## src/rtl/adc_frame_fifo.sv

```systemverilog
// Sample FIFO between the ADC and the AR9331 byte-link sender. It starts the sender
// once a full frame is queued and presents the queue head first-word-fall-through.
module adc_frame_fifo #(
  parameter int DW        = 8,
  parameter int AW        = 6,
  parameter int FRAME_LEN = 6
) (
  input  logic          clk,
  input  logic          rst,
  input  logic          arm,
  input  logic [DW-1:0] adc_data,
  input  logic          adc_valid,
  input  logic          link_busy,
  input  logic          link_pop,
  output logic          frame_en,
  output logic [DW-1:0] link_data,
  output logic [AW:0]   level,
  output logic          overflow,
  output logic          underflow,
  output logic [1:0]    state_dbg
);

  // Handshake: a push is accepted when adc_valid && arm && !full; a pop is accepted
  // when link_pop && !empty. Both are sampled on the same rising edge, and full/empty
  // are always taken from the pointers before that edge.

  localparam int DEPTH = 1 << AW;
  localparam logic [AW:0] FLEN = (AW+1)'(FRAME_LEN);

  typedef enum logic [1:0] {
    S_IDLE  = 2'd0,
    S_WAIT  = 2'd1,
    S_START = 2'd2,
    S_SEND  = 2'd3
  } state_t;

  state_t        state, state_nxt;
  logic [DW-1:0] mem [DEPTH];
  logic [AW:0]   wr_ptr, rd_ptr;
  logic [AW:0]   pop_cnt, pop_cnt_nxt;
  logic          arm_q;
  logic          full, empty, do_wr, do_rd, arm_rise;

  assign full     = (wr_ptr[AW] != rd_ptr[AW]) && (wr_ptr[AW-1:0] == rd_ptr[AW-1:0]);
  assign empty    = (wr_ptr == rd_ptr);
  assign do_wr    = adc_valid && arm && !full;
  assign do_rd    = link_pop && !empty;
  assign arm_rise = arm && !arm_q;

  // Pointer difference is exact because the pointers carry one extra wrap bit.
  assign level     = wr_ptr - rd_ptr;
  assign link_data = empty ? '0 : mem[rd_ptr[AW-1:0]];
  assign frame_en  = (state == S_START);
  assign state_dbg = state;

  always_ff @(posedge clk) begin
    if (do_wr) mem[wr_ptr[AW-1:0]] <= adc_data;
  end

  always_ff @(posedge clk or posedge rst) begin
    if (rst) begin
      wr_ptr <= '0;
      rd_ptr <= '0;
    end else begin
      if (do_wr) wr_ptr <= wr_ptr + 1'b1;
      if (do_rd) rd_ptr <= rd_ptr + 1'b1;
    end
  end

  // A new error in the same cycle as a re-arm wins over the clear.
  always_ff @(posedge clk or posedge rst) begin
    if (rst) begin
      arm_q     <= 1'b0;
      overflow  <= 1'b0;
      underflow <= 1'b0;
    end else begin
      arm_q <= arm;
      if (arm_rise) begin
        overflow  <= 1'b0;
        underflow <= 1'b0;
      end
      if (adc_valid && arm && full) overflow  <= 1'b1;
      if (link_pop && empty)        underflow <= 1'b1;
    end
  end

  always_ff @(posedge clk or posedge rst) begin
    if (rst) begin
      state   <= S_IDLE;
      pop_cnt <= '0;
    end else begin
      state   <= state_nxt;
      pop_cnt <= pop_cnt_nxt;
    end
  end

  always_comb begin
    state_nxt   = state;
    pop_cnt_nxt = pop_cnt;
    case (state)
      S_IDLE: begin
        pop_cnt_nxt = '0;
        if (arm) state_nxt = S_WAIT;
      end
      S_WAIT: begin
        pop_cnt_nxt = '0;
        if (!arm)                                state_nxt = S_IDLE;
        else if ((level >= FLEN) && !link_busy) state_nxt = S_START;
      end
      S_START: begin
        pop_cnt_nxt = '0;
        if (link_busy) state_nxt = S_SEND;
      end
      S_SEND: begin
        // Disarming never aborts a frame; it only selects where we land afterwards.
        if (do_rd && (pop_cnt != FLEN)) pop_cnt_nxt = pop_cnt + 1'b1;
        if ((pop_cnt == FLEN) && !link_busy) state_nxt = arm ? S_WAIT : S_IDLE;
      end
      default: state_nxt = S_IDLE;
    endcase
  end

endmodule

```

## config.mk

```make
export PLATFORM = sky130hd
export DESIGN_NAME = adc_frame_fifo
export DESIGN_NICKNAME = d
export VERILOG_FILES = /design/src/rtl/adc_frame_fifo.sv
export SDC_FILE = /design/constraint.sdc
export NUM_CORES = 1
export LEC_CHECK = 0
export BUFFER_PORTS_ARGS = -buffer_cell sky130_fd_sc_hd__buf_2
export CAP_MARGIN = 20
export CELL_PAD_IN_SITES_DETAIL_PLACEMENT = 0
export CELL_PAD_IN_SITES_GLOBAL_PLACEMENT = 2
export CORE_MARGIN = 4
export CORE_UTILIZATION = 49
export DETAILED_ROUTE_END_ITERATION = 6
export GPL_ROUTABILITY_DRIVEN = 0
export PLACE_DENSITY = 0.78
export SKIP_CTS_REPAIR_TIMING = 1
export SLEW_MARGIN = 20
export SYNTH_ARGS = -nofsm -noshare
export SYNTH_HDL_FRONTEND = slang
export SYNTH_SLANG_ARGS = --single-unit
```

## constraint.sdc

```tcl
create_clock -name clk -period 4.3 [get_ports clk]
set_input_delay 0.86 -clock clk [delete_from_list [all_inputs] [get_ports clk]]
set_output_delay 0.86 -clock clk [all_outputs]
set_load 0.005 [all_outputs]
```

* After elaboration in Yosys (flattened, before gate mapping) *
Memories as Yosys holds them, arrays and structs flattened.
Index checks and enable logic that the tools add are counted.

operators by class
  reduce and logical (&&, ||, !) cells = 19
  $lt $le $gt $ge = 1
  mux-type cells = 15
  equality and inequality tests = 13
  add/subtract/negate cells = 4

operator list
  cell                 number
  $add 7x1->7 const B  3
  $pmux 7 s2           1
  $logic_and 1x1->1    10
  $mux 2               5
  $mux 8               1
  $ne 2x2->1 const B   4
  $pmux 2 s4           1
  $eq 7x3->1 const B   1
  $eq 7x7->1           1
  $ge 7x3->1 const B   1
  $mux 7               1
  $ne 7x3->1 const B   1
  $sub 7x7->7          1
  $eq 6x6->1           1
  $mux 1               6
  $eq 2x2->1 const B   2
  $logic_not 1->1      4
  $reduce_and 4->1     1
  $reduce_bool 2->1    2
  $ne 3x3->1 const B   1
  $reduce_or 3->1      1
  $eq 2x1->1 const B   1
  $logic_not 2->1      1
  $ne 1x1->1           1

storage, ports and cells
  word-level logic and storage cells = 60
  memory bits (writable) = 512
  memories = 1
  bits of input ports = 14
  bits in registers = 26

memories
  name  depth  bits a word  read ports  clocked after Yosys merged registers in  write ports  line  RTL
  mem   64     8            1           0                                        1            38    logic [DW-1:0] mem [DEPTH];

* Depth between registers and ports, before layout *
  depth after elaboration = 6
  depth in mapped cells = 12

* Worst setup path after synthesis *
OpenSTA, ideal clock, no wires.

  path type = reg2out
  start = register rd_ptr[2]
  end = output level[5]
  slack = 1052 ps
  cell stages (with the launch flop) = 10
  data arrival time = 2388 ps
  buffers on the path = 3
  path through = dfrtp_1 > buf_2 > inv_1 > buf_1 > ha_1 > buf_2 > o221ai_1 > mux2_1 > a2111oi_2 > inv_1

on the way
  cells in the longest elaborated chain, start to end = 1

ends and longest elaborated chain
  item                      line  RTL
  start: declaration        39    logic [AW:0] wr_ptr, rd_ptr;
  start signal: assignment  66    if (do_rd) rd_ptr <= rd_ptr + 1'b1;
  $sub 7x7->7               51    assign level = wr_ptr - rd_ptr;
  end: declaration          17    output logic [AW:0] level,

Every way passes these cells.

* Worst setup path in the final report *
  start = register rd_ptr[5]
  end = output link_data[2]

on the way
  cells in the longest elaborated chain, start to end = 2

ends and longest elaborated chain
  item                                        line  RTL
  $mem_v2 64x8 or $eq 7x7->1 (tied branches)  --
  $mux 8 *                                    52    assign link_data = empty ? '0 : mem[rd_ptr[AW-1:0]];
  end: declaration                            16    output logic [DW-1:0] link_data,

Mark *: on every way between the ends. The rest lies on a longest branch, timed or not.

==> flow_metrics.env <==
export IMPL_status="finished clean"
export IMPL_p_per_area_nw_per_um2=629.3
export IMPL_h_tree_depth=2
export IMPL_max_freq_mhz=238.8
export IMPL_die_w_um=216.9
export IMPL_rr_worst_depth=7
export IMPL_antenna_found_initial=1
export IMPL_clk_path_buf_depth=3
export IMPL_synth_cell_area_um2=21380
export IMPL_yosys_most_used_dff="edfxtp_1"
export IMPL_final_layout_size_suffix_gt1_share_pct=26.05
export IMPL_synthDistinctLibCells=58
export IMPL_gr_usage_all_layers_pct=20.99
export IMPL_hold_class="primary input to asynchronous set/reset pin"
export IMPL_grt_overflow=0
export IMPL_synth_edf_count=512
export IMPL_cts_root_buf="clkbuf_16"
export IMPL_diodes=0
export IMPL_worstSkewPairLatency_ps=600
export IMPL_n_fill_cell=3294
export IMPL_vias=10910
export IMPL_synthesis_nets=1114
export IMPL_slew_viol_final=0
export IMPL_vias_per_cell=5.890
export IMPL_ioPinCount=34
export IMPL_hold_ws_ps=323.6
export IMPL_drt_iter0_markers=1047
export IMPL_r2r_slack_ps=960
export IMPL_combPwrFrac_pct=31.1
export IMPL_cp_arrival_ps=3330
export IMPL_ys_warn_count=0
export IMPL_fin_nets=1249
export IMPL_wl_per_cell_um=26.36
export IMPL_critPathLaunchType="register"
export IMPL_synthTopCellsByArea="edfxtp_1, mux4_2, dfrtp_1"
export IMPL_postSynthCellCount=1089
export IMPL_numPortBuffers=33
export IMPL_cts_tree="yes"
export IMPL_total_leakage_power_nw=8.099
export IMPL_post_route_period_util_pct=97.40
export IMPL_tightest_slew_ps=908.0
export IMPL_area_growth_syn_to_layout_pct=14.80
export IMPL_wl_mm=48.82
export IMPL_pwr_share_seq_pct=39.5
export IMPL_grt_max_degree=70
export IMPL_slew_headroom_pct=39.47
export IMPL_ys_ff_latch=538
export IMPL_cp_end_kind="output pin"
export IMPL_hold_viol=0
export IMPL_grt_setup_unrepaired="false"
export IMPL_drcViolationCount=0
export IMPL_path_clk_slew_ps=60
export IMPL_intPower_mw=10.65
export IMPL_p_sw_mw=4.799
export IMPL_post_dp_hpwl_mm=30.38
export IMPL_avgSynthCellArea_um2=19.64
export IMPL_path_class="register to output pin"
export IMPL_initial_core_util_pct=49.64
export IMPL_clkSinkCount=538
export IMPL_synth_top_area_cell="edfxtp_1"
export IMPL_fp_dieH_um=216.9
export IMPL_grt_first_pass_wirelength_mm=73.04
export IMPL_cts_buffers_inserted=55
export IMPL_netlist_area_leader_share_pct=71.90
export IMPL_dieArea_um2=47050
export IMPL_swShare_pct=31.07
export IMPL_finClkSkew_ps=7.622
export IMPL_timing_final_crit_period_ps=4188
export IMPL_final_setup_viol_count=0
export IMPL_grt_pass1_vias=10930
export IMPL_p_clk_share_pct=29.4
export IMPL_firstDrtPassIters=5
export IMPL_required_ps=3440
export IMPL_worstPathMaxFanout=8
export IMPL_core_area_um2=43080
export IMPL_fin_util_pct=56.99
export IMPL_peakVddDrop_v=0.0003648
export IMPL_ys_seq_area_share_pct=74.94
export IMPL_max_cap_violations=0
export IMPL_async_flop_share_pct=4.833
export IMPL_drt_antenna_violating_nets=0
export IMPL_core_rowCount=76
[metal layers]
metal	global-route usage (%)	up-vias	part of all wire (%)
met2	32.93	385	48
met3	3.756	58	7.2
met1	31.43	5742	44
met4	4.749	0	1.5
li1	-	4723	-
met5	0	-	0
[critical path, stage by stage, from the launching register on]
cell and delay, ps:
dfrtp_1 520, clkinvlp_4 190, ha_1 410, nand2_1 120
nor3_1 60, buf_4 180, or2_2 380, a21oi_1 260
o221ai_1 270, o221ai_1 170, buf_2 160
[synthesized netlist by cell type (8+ instances only)]
master    instances
edfxtp_1        512
mux4_2          114
nor2_1          110
nand2_1          43
mux2i_1          27
dfrtp_1          26
a21oi_1          17
o221ai_1         17
clkbuf_1         16
a221oi_1         14
a22o_1           13
inv_1            12
xnor2_1          12
xor2_1           11
a22oi_1          10
buf_2            10
ha_1             10
nor2b_1          10
buf_1             8
buf_4             8
buf_6             8
nand3_1           8
[logic make-up (layout without fill, tap and decap cells)]
logic type               count (synthesis)  count (layout)  synth area share, %
XOR/XNOR                                23              23               0.9421
multiplexers                           148             148                13.92
flip-flops                             538             538                74.94
buffers and inverters                   64             242                1.656
AND/OR/NAND/NOR                        206             206                4.283
adder cells (fa/ha/maj)                 11              11               0.6788
AO/OA/AOI/OAI                           99              99                3.575
[path summary, 6_finish.rpt]
path | end | from
max | link_data[2] | rd_ptr[5]
min | overflow | rst
max reg2reg | mem[13][4] | wr_ptr[4]
min reg2reg | overflow | overflow
max in group asynchronous | rd_ptr[0] | rst
min in group clk | arm_q | arm
[area by class of cell]
type / count / area (um2) / area share, %
Clock buffer: 66 / 1460 / 5.948
Timing Repair Buffer: 129 / 996.0 / 4.057
Inverter: 13 / 52.55 / 0.2141
Sequential cell: 538 / 16040 / 65.32
Multi-Input combinational cell: 487 / 5004 / 20.38
Tap cell: 585 / 732.0 / 2.982
Clock inverter: 34 / 267.8 / 1.091
[cells in the final DEF (no fill, tap or decap), types with 3 or more instances in the layout]
cell type | synthesis | routed
a211oi_1 | 3 | 3
a21oi_1 | 17 | 17
a221oi_1 | 14 | 14
a22o_1 | 13 | 13
a22oi_1 | 10 | 10
a31oi_1 | 5 | 5
and3_1 | 3 | 3
buf_12 | 0 | 8
buf_2 | 10 | 29
buf_4 | 8 | 92
bufinv_16 | 0 | 4
clkbuf_1 | 16 | 9
clkbuf_16 | 0 | 57
clkinv_1 | 1 | 19
clkinv_2 | 0 | 8
dfrtp_1 | 26 | 22
edfxtp_1 | 512 | 512
ha_1 | 10 | 10
inv_1 | 12 | 12
mux2i_1 | 27 | 27
mux4_1 | 4 | 4
mux4_2 | 114 | 114
nand2_1 | 43 | 43
nand3_1 | 8 | 8
nand3b_1 | 4 | 4
nand4_1 | 7 | 7
nor2_1 | 110 | 110
nor2b_1 | 10 | 10
nor3_1 | 3 | 3
o21ai_0 | 6 | 6
o221ai_1 | 17 | 17
or2_2 | 3 | 3
or3_1 | 4 | 4
xnor2_1 | 12 | 12
xor2_1 | 11 | 11
[sequential cells by signal, indices dropped and copies added (netlist names), named ones only]
name,flops
mem,512
pop_cnt,7
wr_ptr,7
underflow,1
rd_ptr,7
state_dbg,1
arm_q,1
overflow,1
[metrics by stage]
stage	area, um2	setup TNS [ps]	power (mW)	std cells	setup WS [ps]
after floorplan	21380	0	9.309	1089	1052
after global placement	22730	0	10.91	1746	629.9
after detailed placement	22730	0	10.94	1746	588.3
after CTS	24460	-122.6	15.49	1846	-61.62
after global routing	24550	0	16.15	1852	8.425
final	24550	0	15.45	1852	111.9
[power by group through the flow]
stage / sequential [mW] / combinational (mW) / clock [mW]
4_1_cts: 6.15 / 4.70 / 4.64
6_report: 6.10 / 4.81 / 4.55
3_5_place_dp: 6.27 / 4.68 / 0
3_3_place_gp: 6.25 / 4.66 / 0
5_1_grt: 6.12 / 5.16 / 4.88
2_1_floorplan: 6.09 / 3.21 / 0
(Power assumes the default switching activity.)
